$ cat src/rtl/ras_driver.sv
// Return-address-stack front end: decodes RV32 calls and returns into push/pop, opens branch
// checkpoints, converts branch resolutions into close commands and throttles fetch when the checkpoint FIFO is full.
module ras_driver #(
  parameter int WIDTH        = 32,
  parameter int MAX_BRANCHES = 128,
  parameter int PEND_W       = 8
) (
  input  logic                                clk,
  input  logic                                reset,
  input  logic                                inst_valid,
  output logic                                inst_ready,
  input  logic [31:0]                         inst,
  input  logic [WIDTH-1:0]                    inst_pc,
  input  logic                                resolve_valid,
  input  logic                                resolve_mispredict,
  output logic                                ras_push,
  output logic                                ras_pop,
  output logic                                ras_branch,
  output logic                                ras_close_valid,
  output logic                                ras_close_invalid,
  output logic [WIDTH-1:0]                    ras_din,
  output logic [$clog2(MAX_BRANCHES+2)-1:0]   outstanding,
  output logic                                err
);
  localparam int OUT_W = $clog2(MAX_BRANCHES + 2);
  localparam int CMP_W = ((OUT_W > PEND_W) ? OUT_W : PEND_W) + 1;
  localparam logic [OUT_W-1:0]  FULL_CNT = OUT_W'(MAX_BRANCHES + 1);
  localparam logic [PEND_W-1:0] PEND_MAX = '1;
  localparam logic [6:0] OP_JAL    = 7'b1101111;
  localparam logic [6:0] OP_JALR   = 7'b1100111;
  localparam logic [6:0] OP_BRANCH = 7'b1100011;

  logic                push_q, push_d, pop_q, pop_d, branch_q, branch_d;
  logic                close_valid_q, close_valid_d, close_invalid_q, close_invalid_d;
  logic                err_q, err_d;
  logic [WIDTH-1:0]    din_q, din_d;
  logic [OUT_W-1:0]    outstanding_q, outstanding_d, outstanding_n;
  logic [PEND_W-1:0]   pending_q, pending_d;

  logic                mispredict, close_fire, accept, pend_inc, sat_hit, over_resolve;
  logic                rd_link, rs1_link, is_jal, is_jalr, is_branch;
  logic [4:0]          rd, rs1;
  logic [PEND_W:0]     pend_res;
  logic                unused_inst_bits;

  assign unused_inst_bits = ^{inst[31:20], inst[14:12]};

  function automatic logic is_link(input logic [4:0] r);
    return (r == 5'd1) || (r == 5'd5);
  endfunction

  // Returns {saturation_hit, next_pending}; a simultaneous increment and decrement cancel out.
  function automatic logic [PEND_W:0] pend_next(input logic [PEND_W-1:0] p,
                                                input logic inc, input logic dec);
    if (inc && !dec)
      return (p == PEND_MAX) ? {1'b1, p} : {1'b0, p + 1'b1};
    else if (dec && !inc)
      return {1'b0, p - 1'b1};
    else
      return {1'b0, p};
  endfunction

  always_comb begin
    rd        = inst[11:7];
    rs1       = inst[19:15];
    rd_link   = is_link(rd);
    rs1_link  = is_link(rs1);
    is_jal    = (inst[6:0] == OP_JAL);
    is_jalr   = (inst[6:0] == OP_JALR);
    is_branch = (inst[6:0] == OP_BRANCH);

    mispredict    = resolve_valid && resolve_mispredict;
    pend_inc      = resolve_valid && !resolve_mispredict;
    close_fire    = (pending_q != '0) && (outstanding_q != '0) && !close_valid_q && !mispredict;
    outstanding_n = outstanding_q - OUT_W'(close_fire);
    inst_ready    = reset && !mispredict && (outstanding_n < FULL_CNT);
    accept        = inst_valid && inst_ready;

    // A resolution needs at least one unresolved branch, counting one accepted this cycle.
    over_resolve  = resolve_valid &&
                    ((CMP_W'(outstanding_q) + CMP_W'(accept && is_branch)) <= CMP_W'(pending_q));
    pend_res      = pend_next(pending_q, pend_inc, close_fire);
    sat_hit       = pend_res[PEND_W];

    push_d          = 1'b0;
    pop_d           = 1'b0;
    branch_d        = 1'b0;
    close_valid_d   = 1'b0;
    close_invalid_d = 1'b0;
    din_d           = din_q;
    outstanding_d   = outstanding_n;
    pending_d       = pend_res[PEND_W-1:0];
    err_d           = err_q || over_resolve || sat_hit;

    if (mispredict) begin
      close_invalid_d = 1'b1;
      outstanding_d   = '0;
      pending_d       = '0;
    end else begin
      close_valid_d = close_fire;
      if (accept) begin
        push_d   = (is_jal && rd_link) || (is_jalr && rd_link);
        pop_d    = is_jalr && rs1_link && (!rd_link || (rd != rs1));
        branch_d = is_branch;
        if (is_branch)
          outstanding_d = outstanding_n + 1'b1;
        if (push_d)
          din_d = inst_pc + WIDTH'(4);
      end
    end
  end

  always_ff @(posedge clk) begin
    if (!reset) begin
      push_q          <= 1'b0;
      pop_q           <= 1'b0;
      branch_q        <= 1'b0;
      close_valid_q   <= 1'b0;
      close_invalid_q <= 1'b0;
      din_q           <= '0;
      outstanding_q   <= '0;
      pending_q       <= '0;
      err_q           <= 1'b0;
    end else begin
      push_q          <= push_d;
      pop_q           <= pop_d;
      branch_q        <= branch_d;
      close_valid_q   <= close_valid_d;
      close_invalid_q <= close_invalid_d;
      din_q           <= din_d;
      outstanding_q   <= outstanding_d;
      pending_q       <= pending_d;
      err_q           <= err_d;
    end
  end

  assign ras_push          = push_q;
  assign ras_pop           = pop_q;
  assign ras_branch        = branch_q;
  assign ras_close_valid   = close_valid_q;
  assign ras_close_invalid = close_invalid_q;
  assign ras_din           = din_q;
  assign outstanding       = outstanding_q;
  assign err               = err_q;
endmodule

$ cat config.mk
export PLATFORM = sky130hd
export DESIGN_NAME = ras_driver
export DESIGN_NICKNAME = d
export VERILOG_FILES = /design/src/rtl/ras_driver.sv
export SDC_FILE = /design/constraint.sdc
export NUM_CORES = 1
export LEC_CHECK = 0
export ABC_AREA = 1
export BUFFER_PORTS_ARGS = -buffer_cell sky130_fd_sc_hd__buf_2
export CAP_MARGIN = 20
export CORE_UTILIZATION = 54
export CTS_BUF_LIST = sky130_fd_sc_hd__clkbuf_4
export CTS_CLUSTER_DIAMETER = 30
export DETAILED_ROUTE_END_ITERATION = 8
export PLACE_DENSITY = 0.85
export SYNTH_ARGS = -nofsm -noshare
export SYNTH_HDL_FRONTEND = slang
export SYNTH_SLANG_ARGS = --single-unit
$ cat constraint.sdc
create_clock -name clk -period 5.8 [get_ports clk]
set_input_delay 0.29 -clock clk [delete_from_list [all_inputs] [get_ports clk]]
set_output_delay 0.29 -clock clk [all_outputs]
set_load 0.02 [all_outputs]
After elaboration in Yosys (flattened, before gate mapping)
Cells that the tools add are included.
{"block": "totals", "reg_bits": 54, "latchBits": 0, "ramBits": 0, "mem_bits_ro": 0, "in_bits": 69, "out_inout_bits": 47, "word_cells": 71, "mem_count": 0}
{"block": "classes", "addsub": 6, "mul": 0, "n_div": 0, "order_cmp": 2, "eq_ne": 10, "n_shift": 0, "n_mux": 6, "bitwise_logic": 3, "n_reduce_logical": 35}
{"op": "$add A32 B3 Y32 const B", "n": 1}
{"op": "$mux W8", "n": 3}
{"op": "$eq A7 B7 Y1 const B", "n": 3}
{"op": "$mux W9", "n": 2}
{"op": "$add A8 B1 Y8 const B", "n": 2}
{"op": "$logic_and A1 B1 Y1", "n": 16}
{"op": "$reduce_bool A8 Y1", "n": 2}
{"op": "$eq A5 B1 Y1 const B", "n": 2}
{"op": "$eq A5 B3 Y1 const B", "n": 2}
{"op": "$add A8 B1 Y9", "n": 1}
{"op": "$le A9 B8 Y1", "n": 1}
{"op": "$eq A8 B8 Y1 const B", "n": 1}
{"op": "$lt A8 B8 Y1 const B", "n": 1}
{"op": "$sub A8 B1 Y8", "n": 1}
{"op": "$sub A8 B1 Y8 const B", "n": 1}
{"op": "$logic_not A1 Y1", "n": 6}
{"op": "$logic_or A1 B1 Y1", "n": 6}
{"op": "$ne A5 B5 Y1", "n": 1}
{"op": "$not A1 Y1", "n": 3}
{"op": "$reduce_and A3 Y1", "n": 1}
{"op": "$reduce_or A3 Y1", "n": 1}
{"op": "$ne A2 B2 Y1 const B", "n": 1}
{"op": "$reduce_and A2 Y1", "n": 1}
{"op": "$reduce_bool A2 Y1", "n": 1}
{"op": "2 further kinds", "n": 2}

Logic depth before layout (Yosys ltp)
{"block": "logic_depth", "ltp_word": 14, "depth_mapped": 36, "ltp_nobuf": 36}

Least setup slack after synthesis
No wires, ideal clock.
{"block": "synth_timing", "path_type": "register -> register", "start": "reg pending_q[0]", "end": "reg err_q, in the netlist err", "setup_ns": 0.070, "arrival_time_ns": 4.160, "required_time_ns": 5.730, "path_slack_ns": 1.570, "stages_incl_launch_ff": 34, "n_path_buf": 0, "synth_period_minus_slack_ns": 4.230, "path_cell_list": "dfxtp_1 -> inv_1 -> ha_1 -> nand2_1 -> nor2_1 -> nand3_1 -> nand3_2 -> inv_1 -> ha_1 -> ha_1 -> ha_1 -> inv_1 -> nor2_1 -> nand3_1 -> nor2_1 -> nand2_1 -> nand2_2 -> nand3_2 -> nor2_1 -> ha_1 -> ha_1 -> nand3_1 -> nor2_1 -> nand2_1 -> xor2_1 -> inv_1 -> ha_1 -> a21oi_1 -> o211ai_1 -> nor2_1 -> nand2_1 -> nand2_1 -> nand2_1 -> a21oi_1"}
{"block": "synth_via", "elab_chain_cells": 14, "word_cells_on_any_way": 19, "cone_classes": "add/sub (2); order compare (2); eq/ne (1); mux (2); reduce/logical (12)"}
{"item": "start: declaration", "line_no": "38", "text": "logic [PEND_W-1:0] pending_q, pending_d;"}
{"item": "start signal: assignment", "line_no": "132", "text": "pending_q <= pending_d;"}
{"item": "$reduce_bool A8 Y1 (*)", "line_no": "74", "text": "close_fire = (pending_q != '0) && (outstanding_q != '0) && !close_valid_q && !mispredict;"}
{"item": "$logic_and A1 B1 Y1 (*) (3 in a row)", "line_no": "74"}
{"item": "named net close_fire", "line_no": "40", "text": "logic mispredict, close_fire, accept, pend_inc, sat_hit, over_resolve;"}
{"item": "$sub A8 B1 Y8", "line_no": "75", "text": "outstanding_n = outstanding_q - OUT_W'(close_fire);"}
{"item": "$lt A8 B8 Y1", "line_no": "76", "text": "inst_ready = reset && !mispredict && (outstanding_n < FULL_CNT);"}
{"item": "$logic_and A1 B1 Y1", "line_no": "76"}
{"item": "$logic_and A1 B1 Y1", "line_no": "77", "text": "accept = inst_valid && inst_ready;"}
{"item": "$logic_and A1 B1 Y1", "line_no": "81", "text": "((CMP_W'(outstanding_q) + CMP_W'(accept && is_branch)) <= CMP_W'(pending_q));"}
{"item": "$add A8 B1 Y9", "line_no": "81"}
{"item": "$le A9 B8 Y1", "line_no": "81"}
{"item": "$logic_and A1 B1 Y1", "line_no": "80", "text": "over_resolve = resolve_valid &&"}
{"item": "$logic_or A1 B1 Y1", "line_no": "93", "text": "err_d = err_q || over_resolve || sat_hit;"}
{"item": "$logic_or A1 B1 Y1 (*)", "line_no": "93"}
{"item": "end signal: assignment", "line_no": "133", "text": "err_q <= err_d;"}
{"item": "end: declaration", "line_no": "35", "text": "logic err_q, err_d;"}
The timed path passes the listed nets; every way through them passes the cells marked *. The select of a mux whose other input is x is not followed.
A chain may end at the register's enable or synchronous reset.

Worst setup path in the final report
Ends and elaborated chain as after synthesis.

==> results <==
- The tightest min-delay check is of the input pin to flop type.
- Post-CTS timing repair inserted 0 buffers for setup.
- In this run the power spent charging and discharging nets is 788 µW.
- In the final timing run, aggregate negative setup slack is 0 ns.
- The number of storage elements in the synthesis netlist is 54.
- The via count of the first global-routing pass is 4005.
- The final reports fail on DRC.
- Clock latency on the worst-skew pair, taken at its later pin, is 0.40 ns.
- The upper clock frequency limit is 0.203 GHz.
- The required time of the critical path is 6.13 ns.
- The number of clock sinks seen by CTS is 54.
- The number of vias per cell after detailed routing is 5.01.
- The pin count of the biggest net entering global routing is 60.
- Yosys printed 0 warnings.
- Cell internal power was estimated by the tool at 842 µW.
- The number of DRC violations after detailed-routing iteration 0 is 244.
- The horizontal die dimension is 88.5 µm.
- The fraction of final layout cells sized beyond drive strength 1 is 16.6%.
- The largest delay contributor family on the critical path is simple AND/OR/NAND/NOR gates.
- The initial antenna violation count is 0.
- The number of buffers on the longest clock path is 2.
- The root buffer cell is sky130_fd_sc_hd__clkbuf_4.
- The flow ran to the end, but the final reports show violations.
- The detail route stage leaves a number of antenna-violating nets equal to 0.
- The number of hold buffers added after cts is 0.
- The die boundary height is 88.5 µm.
- Data arrives at the worst endpoint at 5.26 ns.
- The final route contains 4322 vias.
- Max-cap violations in this run came to 0.
- The logic gate share of total power is 57.0%.
- Once detailed placement completed, the half-perimeter wirelength came to 7560 µm.
- The total overflow reported by the global router is 0.
- At the end of routability-driven placement, the weighted congestion stood at 0.966.
- For this run, asynchronously set or reset flops after synthesis account for 0%.
- The worst register-to-register path has a setup slack of 0.87 ns.
- The starting density of the core is 55.7%.
- After detailed routing, the average wire length per cell comes to 11.2 µm.
- The clock network accounts for 14.1% of the total power.
- The utilization after layout is 64.4%.
- The sequential fraction of the synthesis area is 26.8%.
- The count of flip-flops with a built-in enable after synthesis is 0.
- The power density of the placed cells is 349 nW/µm².
- The net count of the mapped netlist is 753.
- The H-tree was split into 2 levels.
- The max-slew violation count was 0.
- Summed over all layers, the routed wires come to 9650 µm.
- For this run, design rule violations remaining after detail routing come to 2.
- The synthesized area is 4040 µm².
- The count of input and output buffers is 100.
- Along the worst path, the maximum fanout reaches 10.
- The category of the worst setup path launch point is a flop.
- The number of nets in the layout is 848.
- The clock transition at the registers of the reported paths is 0.19 ns.
- Net switching is 48.3% of the power.
- The die footprint is 7830 µm².
- The relative slew slack is 44.1%.
- The cell with the largest stage delay on the worst path is sky130_fd_sc_hd__dfxtp_1.
- The count of distinct cell types in the synthesized netlist is 31.
- The worst setup path is captured at a flop.
- The core region is 7250 µm².
- Together, buffers and inverters on the worst path number 4.
- The largest stage delay on the critical path is 0.38 ns.
- The type of the setup path with the least slack is flop to flop.
- The final hold violation count is 0.
- The leakage power total is 2.51 nW.
- The measured slew at the worst slew-check pin is 0.836 ns.
- The final critical path time including I/O delays and setup is 4.93 ns.
- The cell that appears most often on the critical path is sky130_fd_sc_hd__ha_1.
- Of the available clock period, the critical path in the final layout requires 84.9%.
- The first detailed-routing pass ran for 7 iterations.
- For this run, the leading register cell type out of synthesis is sky130_fd_sc_hd__dfxtp_1.
- The fraction of power consumed by sequential logic is 28.9%.
- The TritonCTS buffer count is 5.
- The post-synthesis area per instance is 6.05 µm².
- The worst-case vdd ir drop is 0.145 mV.
- Between clock sinks in the finished design, the worst skew comes to 0.0212 ns.
- The quantity of gates resized following cts is 0.
- The area growth from synthesis to final layout is 15.7%.
- Setup repair after global routing left no endpoint under its margin.
- TritonCTS built the clock tree.
- Setup violations remaining at the end of the flow were counted as 0.
- The first-pass GRT wire length is 16400 µm.
- The top-level I/O count is 116.
- The total inserted antenna cells is 0.
- The all-layer global routing usage is 26.1%.
- The post-synthesis cell count is 667.
- The floorplan has 31 rows.
worst paths after layout:
check          startpoint           to  cells after the start
min            inst_pc[0]   ras_din[0]                      3
max          pending_q[0]          err                     33
min reg2reg   ras_din[23]  ras_din[23]                      4
max reg2reg  pending_q[0]          err                     33
layout by cell type (no fill, tap or decap), drive strengths merged, types with 8 or more instances in the layout:
master  synthesis  layout
xor2           33      33
ha             17      17
a21oi          19      19
buf             8     101
nor3           18      18
inv           107     109
xnor2           8       8
nand3          24      24
o21ai          23      23
nor2          134     134
dfxtp          54      54
nand2         185     185
nand4          18      18
metrics by stage:
stage               area (µm²)  power [mW]  setup slack (ns)  hold WS [ns]  instances
floorplan                 4040        1.20              1.57         0.425        667
global placement          4590        1.36              1.13         0.494        854
detailed placement        4590        1.39             0.982         0.498        854
CTS                       4670        1.62             0.905        0.0927        862
global route              4670        1.81             0.224        0.0752        862
finish                    4670        1.63             0.873        0.0910        862
power by group through the flow:
stage          logic [mW]  registers (mW)  clock network (mW)
3_5_place_dp        0.916           0.478                   0
6_report            0.928           0.471               0.230
4_1_cts             0.921           0.470               0.234
2_1_floorplan       0.713           0.483                   0
5_1_grt              1.08           0.478               0.250
3_3_place_gp        0.886           0.476                   0
registers in the layout, summed over array words and instances (netlist names):
| register | cells |
|---|---|
| err | 1 |
| outstanding | 8 |
| pending_q | 8 |
| ras_branch | 1 |
| ras_close_invalid | 1 |
| ras_close_valid | 1 |
| ras_din | 32 |
| ras_pop | 1 |
| ras_push | 1 |
metal layers:
layer,vias up,wire length [µm],track usage (%)
met5,-,0,0
li1,2241,-,-
met4,0,210,10.7
met1,1916,4240,30.9
met2,142,4590,46.4
met3,23,608,4.66
synthesized netlist by cell type (3+ instances only):
cell	instances	area, µm²
sky130_fd_sc_hd__buf_6	3	33.8
sky130_fd_sc_hd__nand3_1	22	110
sky130_fd_sc_hd__nand3b_1	7	52.6
sky130_fd_sc_hd__clkbuf_1	4	15.0
sky130_fd_sc_hd__nand4_1	17	106
sky130_fd_sc_hd__ha_1	17	213
sky130_fd_sc_hd__nor2_1	122	458
sky130_fd_sc_hd__nor3_1	18	90.1
sky130_fd_sc_hd__a21oi_1	19	95.1
sky130_fd_sc_hd__dfxtp_1	54	1080
sky130_fd_sc_hd__nand2_1	183	687
sky130_fd_sc_hd__xor2_1	33	289
sky130_fd_sc_hd__o21ai_0	23	115
sky130_fd_sc_hd__inv_1	106	398
sky130_fd_sc_hd__buf_2	4	20.0
sky130_fd_sc_hd__nor2_2	11	68.8
sky130_fd_sc_hd__xnor2_1	8	70.1
layout make-up:
| class | instances | area [µm²] |
|---|---|---|
| Fill cell | 706 | 2580 |
| Multi-Input combinational cell | 493 | 2470 |
| Sequential cell | 54 | 1080 |
| Timing Repair Buffer | 101 | 508 |
| Inverter | 107 | 402 |
| Tap cell | 99 | 124 |
| Clock inverter | 3 | 47.5 |
| Clock buffer | 5 | 37.5 |
cells by family after synthesis:
group	Yosys count	share of synthesized area, %
AND/OR/NAND/NOR	389	41.1
adder cells (fa/ha/maj)	17	5.27
XOR/XNOR	41	8.89
buffers and inverters	120	12.0
AO/OA/AOI/OAI	46	5.98
flip-flops	54	26.8
tightest hold or removal path, cell delays in order:
cell	delay, ns
sky130_fd_sc_hd__buf_2	0.07
sky130_fd_sc_hd__nor2_1	0.03
sky130_fd_sc_hd__nor2_1	0.08
Note: power is estimated with default switching activity, not from simulation.
